## src/rtl/edge_event_arbiter.sv

```systemverilog
// Multi-channel pin edge front end: synchronise, detect edges, latch pending events
// and serialise them round-robin onto a single valid/ready event port.
module edge_event_arbiter #(
    parameter int N_CH = 4,
    parameter int CH_W = 2
) (
    input  logic            clk,
    input  logic            rst_n,
    input  logic [N_CH-1:0] pin_in,
    input  logic [N_CH-1:0] rise_en,
    input  logic [N_CH-1:0] fall_en,
    input  logic            evt_ready,
    output logic            evt_valid,
    output logic [CH_W-1:0] evt_ch,
    output logic            evt_rise,
    output logic [N_CH-1:0] overrun,
    input  logic            ovr_clr
);

    localparam logic [0:0]      ST_EMPTY = 1'b0;
    localparam logic [0:0]      ST_FULL  = 1'b1;
    localparam logic [N_CH-1:0] ONE_HOT0 = {{(N_CH-1){1'b0}}, 1'b1};

    logic [N_CH-1:0] sync1_r, sync2_r;
    logic [N_CH-1:0] fall_pend_r, rise_pend_r, rise_first_r, overrun_r;
    logic [CH_W-1:0] ptr_r, evt_ch_r;
    logic [0:0]      state_r;
    logic            evt_rise_r;

    logic [N_CH-1:0] fall_s, rise_s, req_s, sel_s;
    logic [N_CH-1:0] fall_take_s, rise_take_s, fall_keep_s, rise_keep_s;
    logic [N_CH-1:0] fall_new_s, rise_new_s, fall_ovr_s, rise_ovr_s;
    logic [CH_W-1:0] win_s, ptr_nxt_s;
    logic [CH_W:0]   idx_s;
    logic            found_s, win_rise_s, take_s;

    assign fall_s = sync2_r & ~sync1_r;
    assign rise_s = ~sync2_r & sync1_r;
    assign req_s  = fall_pend_r | rise_pend_r;

    // Round-robin search from the pointer, wrapping modulo N_CH
    always_comb begin
        win_s   = '0;
        found_s = 1'b0;
        idx_s   = '0;
        for (int i = 0; i < N_CH; i++) begin
            idx_s = {1'b0, ptr_r} + (CH_W+1)'(i);
            if (idx_s >= (CH_W+1)'(N_CH)) begin
                idx_s = idx_s - (CH_W+1)'(N_CH);
            end else begin
                idx_s = idx_s;
            end
            if (!found_s && req_s[idx_s[CH_W-1:0]]) begin
                found_s = 1'b1;
                win_s   = idx_s[CH_W-1:0];
            end else begin
                found_s = found_s;
            end
        end
    end

    // Winner type, consume decision and pending/order/overrun next-state terms
    always_comb begin
        win_rise_s = rise_pend_r[win_s] & (~fall_pend_r[win_s] | rise_first_r[win_s]);
        take_s     = found_s & ((state_r == ST_EMPTY) | evt_ready);
        if (take_s) begin
            sel_s = ONE_HOT0 << win_s;
        end else begin
            sel_s = '0;
        end
        if (win_s == CH_W'(N_CH - 1)) begin
            ptr_nxt_s = '0;
        end else begin
            ptr_nxt_s = win_s + CH_W'(1);
        end
        fall_take_s = sel_s & {N_CH{~win_rise_s}};
        rise_take_s = sel_s & {N_CH{win_rise_s}};
        // A consumed bit counts as free, so a same-cycle edge becomes a new event
        fall_keep_s = fall_pend_r & ~fall_take_s;
        rise_keep_s = rise_pend_r & ~rise_take_s;
        fall_new_s  = fall_s & fall_en & ~fall_keep_s;
        rise_new_s  = rise_s & rise_en & ~rise_keep_s;
        fall_ovr_s  = fall_s & fall_en & fall_keep_s;
        rise_ovr_s  = rise_s & rise_en & rise_keep_s;
    end

    // Two-flop synchronizer, idle high
    always_ff @(posedge clk or negedge rst_n) begin
        if (!rst_n) begin
            sync1_r <= '1;
            sync2_r <= '1;
        end else begin
            sync1_r <= pin_in;
            sync2_r <= sync1_r;
        end
    end

    // Pending events, age order (1 = rise is older) and sticky overrun
    always_ff @(posedge clk or negedge rst_n) begin
        if (!rst_n) begin
            fall_pend_r  <= '0;
            rise_pend_r  <= '0;
            rise_first_r <= '0;
            overrun_r    <= '0;
        end else begin
            fall_pend_r  <= fall_keep_s | fall_new_s;
            rise_pend_r  <= rise_keep_s | rise_new_s;
            rise_first_r <= (rise_first_r & ~(rise_new_s & fall_keep_s)) | (fall_new_s & rise_keep_s);
            overrun_r    <= (overrun_r & ~{N_CH{ovr_clr}}) | fall_ovr_s | rise_ovr_s;
        end
    end

    // Output stage: load or reload the winner, hold while stalled
    always_ff @(posedge clk or negedge rst_n) begin
        if (!rst_n) begin
            state_r    <= ST_EMPTY;
            evt_ch_r   <= '0;
            evt_rise_r <= 1'b0;
            ptr_r      <= '0;
        end else if (take_s) begin
            state_r    <= ST_FULL;
            evt_ch_r   <= win_s;
            evt_rise_r <= win_rise_s;
            ptr_r      <= ptr_nxt_s;
        end else if ((state_r == ST_FULL) && evt_ready) begin
            state_r    <= ST_EMPTY;
        end else begin
            state_r    <= state_r;
        end
    end

    assign evt_valid = (state_r == ST_FULL);
    assign evt_ch    = evt_ch_r;
    assign evt_rise  = evt_rise_r;
    assign overrun   = overrun_r;

endmodule
```

## config.mk

```make
export PLATFORM = sky130hd
export DESIGN_NAME = edge_event_arbiter
export DESIGN_NICKNAME = d
export VERILOG_FILES = /design/src/rtl/edge_event_arbiter.sv
export SDC_FILE = /design/constraint.sdc
export NUM_CORES = 1
export LEC_CHECK = 0
export CAP_MARGIN = 20
export CORE_UTILIZATION = 35
export CTS_CLUSTER_SIZE = 30
export DETAILED_ROUTE_END_ITERATION = 10
export HOLD_SLACK_MARGIN = 0.03
export MAX_ROUTING_LAYER = met4
export PLACE_DENSITY = 0.54
export SLEW_MARGIN = 40
export SYNTH_ARGS = -nofsm -noshare
export SYNTH_HDL_FRONTEND = slang
export SYNTH_SLANG_ARGS = --single-unit
```

## constraint.sdc

```tcl
create_clock -name clk -period 3.2 [get_ports clk]
set_clock_uncertainty 0.15 [all_clocks]
set_input_delay 0.32 -clock clk [delete_from_list [all_inputs] [get_ports clk]]
set_output_delay 0.32 -clock clk [all_outputs]
set_load 0.01 [all_outputs]
```

==> results.py, run 1 <==
metrics = {
    "sta": {
        "finalCriticalPeriod_ps": 2830,
        "share_of_the_cycle_needed_by_the_critical_path_after_routing": 0.883,
        "slew_headroom": 0.500,
        "totalNegativeSetupSlack_ps": 0,
        "final-setup-viol-count": 0,
        "setup_repair_after_global_routing_missed_its_margin": "no",
        "least_margin_pin_slew_ps": 747,
        "finalMaxSlewViolations": 0,
        "clock.fmax_mhz": 354,
        "hold_viol_final": 0,
        "hold_ws_ps": 225,
    },
    "die": {
        "core_region_area_mm2": 0.00469,
        "floorplan.die_area_mm2": 0.00516,
        "num_rows": 25,
        "num_io_pins": 24,
        "die_w_um": 71.8,
        "die_h_um": 71.8,
        "initial_utilization": 0.363,
    },
    "yosys": {
        "synth_top_cell_area_share": 0.323,
        "synth_compound_area_frac": 0.289,
        "number_of_library_cell_types_mapped_by_synthesis": 41,
        "postSynthCellCount": 183,
        "synth_mux_area_frac": 0.0154,
        "synth_area_per_inst_um2": 9.32,
        "library_cell_occupying_the_most_area_in_the_post_synthesis_netlist": "dfrtp_1",
        "post_synth_xor_area_fraction": 0,
        "synth_fp_nets": 203,
        "synth-warning-count": 0,
        "main_combinational_cell_family_by_area_after_synthesis": "compound AO/OA/AOI/OAI gates",
        "sequential_cell_area_fraction_in_the_yosys_report": 0.446,
        "synth_adder_area_share": 0.0293,
        "ys_top_cells_by_area": "dfrtp_1, dfstp_2, a21oi_1, nand2_1, a21o_1",
        "yosys_register_bits": 30,
        "synth_simple_gate_area_share": 0.166,
        "synth.cell_area_mm2": 0.00171,
    },
    "drt": {
        "vias": 1430,
        "final_antenna_net_count": 0,
        "drt_pass1_iterations": 4,
        "wire_per_inst_um": 15.2,
        "routed_wirelength_um": 3980,
        "drt_iter0_markers": 78,
        "vias_per_cell": 5.46,
        "route.detailed.drc": 0,
    },
    "setup_path": {
        "path_max_fanout": 8,
        "worst-setup-path-type": "flop to flop",
        "required_worst_endpoint_ps": 3210,
        "end_kind": "flop",
        "timing.critical_path.buf_inv": 0,
        "critPathLaunchType": "flop",
        "critPathMaxStageDelay_ps": 710,
        "path_common_cell": "a21oi_1",
        "arr_time_crit_path_ps": 2840,
        "timing.critical_path.slowest_stage_cell": "or4_1",
        "timing.critical_path.max_delay_family": "compound AO/OA/AOI/OAI gates",
        "critical_path_cell_by_cell": "or4_1 -> o2111ai_2 -> o21ai_2 -> ha_1 -> o211ai_1 -> nand2_1 -> a21oi_1 -> a21oi_1 -> o32a_1",
    },
    "cts": {
        "cts_setup_buffers": 0,
        "cts_tree": "done",
        "cts.sink_count": 30,
        "clk-insertion-delay-late_ps": 270,
        "clk_pin_slew_ps": 60,
        "cts_root_buffer": "clkbuf_8",
        "cts_resized": 0,
        "cts-hold-fix-buffers": 0,
        "cts.path.max_buffers": 2,
        "numCtsBuffers": 5,
        "cts_max_level": 2,
    },
    "finish": {
        "final_nets": 227,
        "final_layout_size_suffix_gt1_frac": 0.139,
        "num_antenna_cells": 0,
        "area_delta_synth_final_pct": 20.7,
        "multi_input_comb_area_um2": 852,
        "sequential_cell_area_um2": 761,
        "n_fill_cell": 452,
    },
    "global_route": {
        "vias_in_the_first_global_route": 1440,
        "initial_antenna_violation_count": 0,
        "grt_max_degree": 31,
        "grt_most_used_layer": "met2",
        "grt_use_total": 0.177,
        "grt.met2_usage": 0.279,
        "first_pass_grt_wire_length_um": 6730,
        "grt.met1_usage": 0.223,
        "gr-usage-met3": 0.0436,
        "grt_overflow": 0,
    },
    "place": {
        "buffer_ports.inserted": 23,
        "dp_hpwl_um": 2840,
        "finalWeightedCongestion": 0.935,
    },
    "job": {
        "cap_viol_max_count": 0,
    },
    "hold_path": {
        "min_path_type": "flop to flop",
    },
    "pwr": {
        "ir_worst_vdd_mv": 0.402,
        "power_leakage_nw": 0.878,
        "pwr_cell_area_mw_per_mm2": 944,
    },
    "status": {
        "run_status": "finished, final reports clean",
    },
}
-- logic make-up after synthesis --
logic type               after synthesis
AND/OR/NAND/NOR                       55
multiplexers                           2
AO/OA/AOI/OAI                         73
buffers and inverters                 19
adder cells (fa/ha/maj)                4
flip-flops                            30
-- layer usage --
layer	part of all wire	wire length (um)
met1	0.48	1920
met5	0	0
met4	0.0096	38
met3	0.034	136
met2	0.47	1890
-- through the flow --
stage	instance area, um^2	setup slack, ps	total power, mW	std cells	util
2_1_floorplan	1710	712	1.38	183	-
3_3_place_gp	1960	479	1.60	254	0.418
3_5_place_dp	1960	421	1.62	254	0.418
4_1_cts	2060	403	1.95	262	0.439
5_1_grt	2060	206	2.10	262	0.439
6_report	2060	374	1.94	262	0.439
-- state kept, by name, indices dropped and copies added (netlist names) --
signal        count
sync2_r           4
ptr_r             2
rise_first_r      4
evt_ch            2
overrun           4
sync1_r           4
rise_pend_r       4
evt_valid         1
evt_rise          1
fall_pend_r       4
-- worst register-to-register path, cell delays in order, from the launching register on --
cell       delay [ps]
dfrtp_1           450
or4_1             710
o2111ai_2         160
o21ai_2           130
ha_1              250
o211ai_1          190
nand2_1            90
a21oi_1           150
a21oi_1            60
o32a_1            370
-- cells in the mapped netlist, drive strengths merged --
library cell / instances
o21ai: 9
a22oi: 1
nand3: 5
dfstp: 8
or4: 2
nand4: 5
a211oi: 1
a31oi: 3
and3b: 5
mux2: 2
dfrtp: 22
o211ai: 8
nor2b: 1
or2: 2
o21a: 1
nand2b: 1
a21boi: 2
a311o: 1
o2bb2ai: 1
buf: 7
a21o: 9
o21bai: 2
o2111ai: 1
ha: 4
nor2: 10
inv: 12
o22ai: 4
and2: 5
a21oi: 27
nand2: 19
o32a: 3
-- worst paths after layout --
path	startpoint	end	slack (ps)	cells after the start
max in group asynchronous	rst_n	sync2_r[0]$_DFF_PN1_	2300	2
hold reg to reg	sync1_r[0]$_DFF_PN1_	sync2_r[0]$_DFF_PN1_	220	0
setup reg to reg	fall_pend_r[1]$_DFF_PN0_	rise_first_r[3]$_DFF_PN0_	370	9
min in group asynchronous	rst_n	rise_pend_r[2]$_DFF_PN0_	280	2
setup / recovery	fall_pend_r[1]$_DFF_PN0_	rise_first_r[3]$_DFF_PN0_	370	9
hold / removal	sync1_r[0]$_DFF_PN1_	sync2_r[0]$_DFF_PN1_	220	0
-- cell type report --
class,instances,area share
Multi-Input combinational cell,134,0.414
Tap cell,54,0.0328
Timing Repair Buffer,24,0.116
Clock buffer,6,0.0401
Clock inverter,2,0.00608
Inverter,12,0.0219
Sequential cell,30,0.370
-- power breakdown --
group / switching, mW / internal (mW) / total (mW)
Clock: 0.143 / 0.173 / 0.315
Combinational: 0.552 / 0.417 / 0.970
Sequential: 0.151 / 0.507 / 0.658
Total: 0.846 / 1.10 / 1.94
-- cells in the final DEF (no fill, tap or decap), types with 3 or more instances in the layout --
cell,count
o21ai_0,7
clkdlybuf4s50_1,23
and3b_1,5
nand4_1,5
ha_1,4
clkbuf_8,6
nand3_1,5
inv_1,11
nand2_1,19
a21o_1,8
o32a_1,3
a31oi_1,3
o22ai_1,4
o211ai_1,7
nor2_1,10
a21oi_1,26
and2_1,4
dfrtp_1,22
dfstp_2,8
Power figures use the tool's default switching activity.
==> run 2, diff against run 1 <==
--- a/config.mk
+++ b/config.mk
@@ -6,4 +6,5 @@
 export NUM_CORES = 1
 export LEC_CHECK = 0
+export ABC_AREA = 1
 export CAP_MARGIN = 20
 export CORE_UTILIZATION = 35
@@ -12,5 +13,5 @@
 export HOLD_SLACK_MARGIN = 0.03
 export MAX_ROUTING_LAYER = met4
-export PLACE_DENSITY = 0.54
+export PLACE_DENSITY = 0.56
 export SLEW_MARGIN = 40
 export SYNTH_ARGS = -nofsm -noshare
==> constraint.sdc (replaced) <==
create_clock -name clk -period 2.55 [get_ports clk]
set_clock_uncertainty 0.15 [all_clocks]
set_input_delay 0.255 -clock clk [delete_from_list [all_inputs] [get_ports clk]]
set_output_delay 0.255 -clock clk [all_outputs]
set_load 0.1 [all_outputs]
==> results.py, run 2 <==
metrics = {
    "sta": {
        "totalNegativeSetupSlack_ps": 0,
        "hold_viol_final": 0,
        "clock.fmax_mhz": 420,
        "slew_headroom": 0.746,
        "final-setup-viol-count": 0,
        "finalMaxSlewViolations": 0,
        "finalCriticalPeriod_ps": 2380,
        "least_margin_pin_slew_ps": 381,
        "share_of_the_cycle_needed_by_the_critical_path_after_routing": 0.933,
        "hold_ws_ps": 210,
    },
    "place": {
        "buffer_ports.inserted": 23,
        "dpl.cell_count": 293,
        "dp_hpwl_um": 2560,
        "finalWeightedCongestion": 0.847,
    },
    "setup_path": {
        "timing.critical_path.slowest_stage_cell": "dfrtp_2",
        "critical_path_cell_by_cell": "buf_4 -> nand2_2 -> nand2_4 -> nand3_2 -> nand2_2 -> nor2_4 -> nand2_1 -> nand3_2 -> nand2_4 -> clkinv_2 -> ha_1 -> nand2_1 -> nand3b_2 -> nand2_2 -> inv_2 -> o21ai_1 -> nand2_1",
        "required_worst_endpoint_ps": 2570,
        "worst-setup-path-type": "flop to flop",
        "critPathLaunchType": "flop",
        "arr_time_crit_path_ps": 2400,
        "timing.critical_path.buf_inv": 3,
        "critPathMaxStageDelay_ps": 450,
        "path_max_fanout": 5,
        "end_kind": "flop",
        "timing.critical_path.max_delay_family": "simple AND/OR/NAND/NOR gates",
    },
    "yosys": {
        "number_of_library_cell_types_mapped_by_synthesis": 24,
        "synth_common_cells": "nand2_1, dfrtp_1, nand3_1, inv_1, nand2_2",
        "synth_top_cell_area_share": 0.322,
        "synth.cell_area_mm2": 0.00171,
        "synth-warning-count": 0,
        "synthMostInstantiatedCell": "nand2_1",
        "yosys_register_bits": 30,
        "synth_area_per_inst_um2": 8.47,
        "postSynthCellCount": 202,
        "library_cell_occupying_the_most_area_in_the_post_synthesis_netlist": "dfrtp_1",
        "sequential_cell_area_fraction_in_the_yosys_report": 0.444,
        "synth_fp_nets": 222,
        "synth_ff_type": "dfrtp_1",
        "ys_top_cells_by_area": "dfrtp_1, nand2_1, dfstp_2, nand3_1, nand3_4",
        "synth_enable_flop_cells": 0,
        "ys_async_sr_fraction": 1.00,
    },
    "finish": {
        "final_layout_size_suffix_gt1_frac": 0.320,
        "final_core_utilization": 0.464,
        "final_cell_mix": "nand2_1, nand3_1, dfrtp_1, buf_4, clkdlybuf4s50_1",
        "area_delta_synth_final_pct": 28.0,
        "layout_commonest_cell": "nand2_1",
        "num_antenna_cells": 0,
        "layoutNonFillerInstCount": 308,
        "final_nets": 260,
    },
    "drt": {
        "vias_per_cell": 4.52,
        "drt_pass1_iterations": 4,
        "routed_wirelength_um": 3380,
        "final_antenna_net_count": 0,
        "wire_per_inst_um": 11.0,
        "vias": 1391,
        "route.detailed.drc": 0,
        "drt_iter0_markers": 78,
    },
    "cts": {
        "cts_root_buffer": "clkbuf_8",
        "cts_max_level": 2,
        "cts.path.max_buffers": 2,
        "numCtsBuffers": 5,
        "clk_pin_slew_ps": 60,
        "clk-insertion-delay-late_ps": 280,
        "cts.sink_count": 30,
        "cts-hold-fix-buffers": 0,
        "cts_tree": "done",
    },
    "die": {
        "core_region_area_mm2": 0.00472,
        "num_rows": 25,
        "die_w_um": 71.9,
        "initial_utilization": 0.362,
        "die_h_um": 71.9,
        "num_io_pins": 24,
        "floorplan.die_area_mm2": 0.00517,
    },
    "status": {
        "run_status": "finished, final reports clean",
    },
    "global_route": {
        "initial_antenna_violation_count": 0,
        "grt_overflow": 0,
        "grt_max_degree": 31,
        "grt_use_total": 0.142,
        "vias_in_the_first_global_route": 1222,
        "first_pass_grt_wire_length_um": 5530,
    },
    "job": {
        "cap_viol_max_count": 0,
    },
    "hold_path": {
        "min_path_type": "input pin to asynchronous set/reset pin",
    },
}
run 2: cell count changes in the layout (fill, tap and decap cells not counted), sizes merged, moves of 8 or more:
cell	delta
a21o	-9
a21oi	-27
nand2	+60
clkdlybuf4s50	-8
nand3	+23
buf	+16
run 2: per-layer routing:
metal | GRT usage | up-vias | wire length [um]
met1 | 0.197 | 624 | 1680
met3 | 0.0333 | 5 | 119
met5 | - | - | 0
li1 | - | 736 | -
met2 | 0.196 | 26 | 1530
met4 | 0.0632 | 0 | 51
run 2: per-stage QoR:
stage	setup slack (ps)	cell area, um^2
CTS	38.6	2100
finish	170	2190
floorplan	342	1710
detailed placement	39.2	2010
global placement	19.0	2010
global route	-21.6	2190
run 2: path summary, 6_finish.rpt:
kind,slack (ps),to,startpoint,depth (start not counted)
min in group clk,230,sync1_r[0]$_DFF_PN1_,pin_in[0],1
worst max-delay path,170,rise_first_r[2]$_DFF_PN0_,ptr_r[0]$_DFFE_PN0N_,17
worst min-delay path,210,rise_first_r[1]$_DFF_PN0_,rst_n,2
worst max register to register,170,rise_first_r[2]$_DFF_PN0_,ptr_r[0]$_DFFE_PN0N_,17
worst min register to register,230,sync2_r[1]$_DFF_PN1_,sync1_r[1]$_DFF_PN1_,0
max in group asynchronous,1720,sync2_r[3]$_DFF_PN1_,rst_n,2
run 2: cell families after synthesis:
| logic type | count (synthesis) | share of synthesized area |
|---|---|---|
| compound gates | 22 | 0.0782 |
| fa+ha+maj | 4 | 0.0292 |
| buf+inv | 21 | 0.0534 |
| flops | 30 | 0.444 |
| simple gates | 125 | 0.395 |
run 2: layout make-up:
class	instances	area [um^2]
tap	67	83.8
inverter	20	82.6
timing repair buffer	32	278
sequential	30	763
clock inverter	1	5.00
clock buffer	7	86.3
fill	469	2530
multi-input combinational	151	892
run 2: repair_timing:
item | CTS | global route
endpoints found under the setup margin | 0 | 9
resized for setup | 0 | 12
buffers inserted | 0 | 7
Power of run 2 is left out: the tool's default activity adds up to more than one toggle a clock period on the data nets, which glitch-free logic cannot reach.
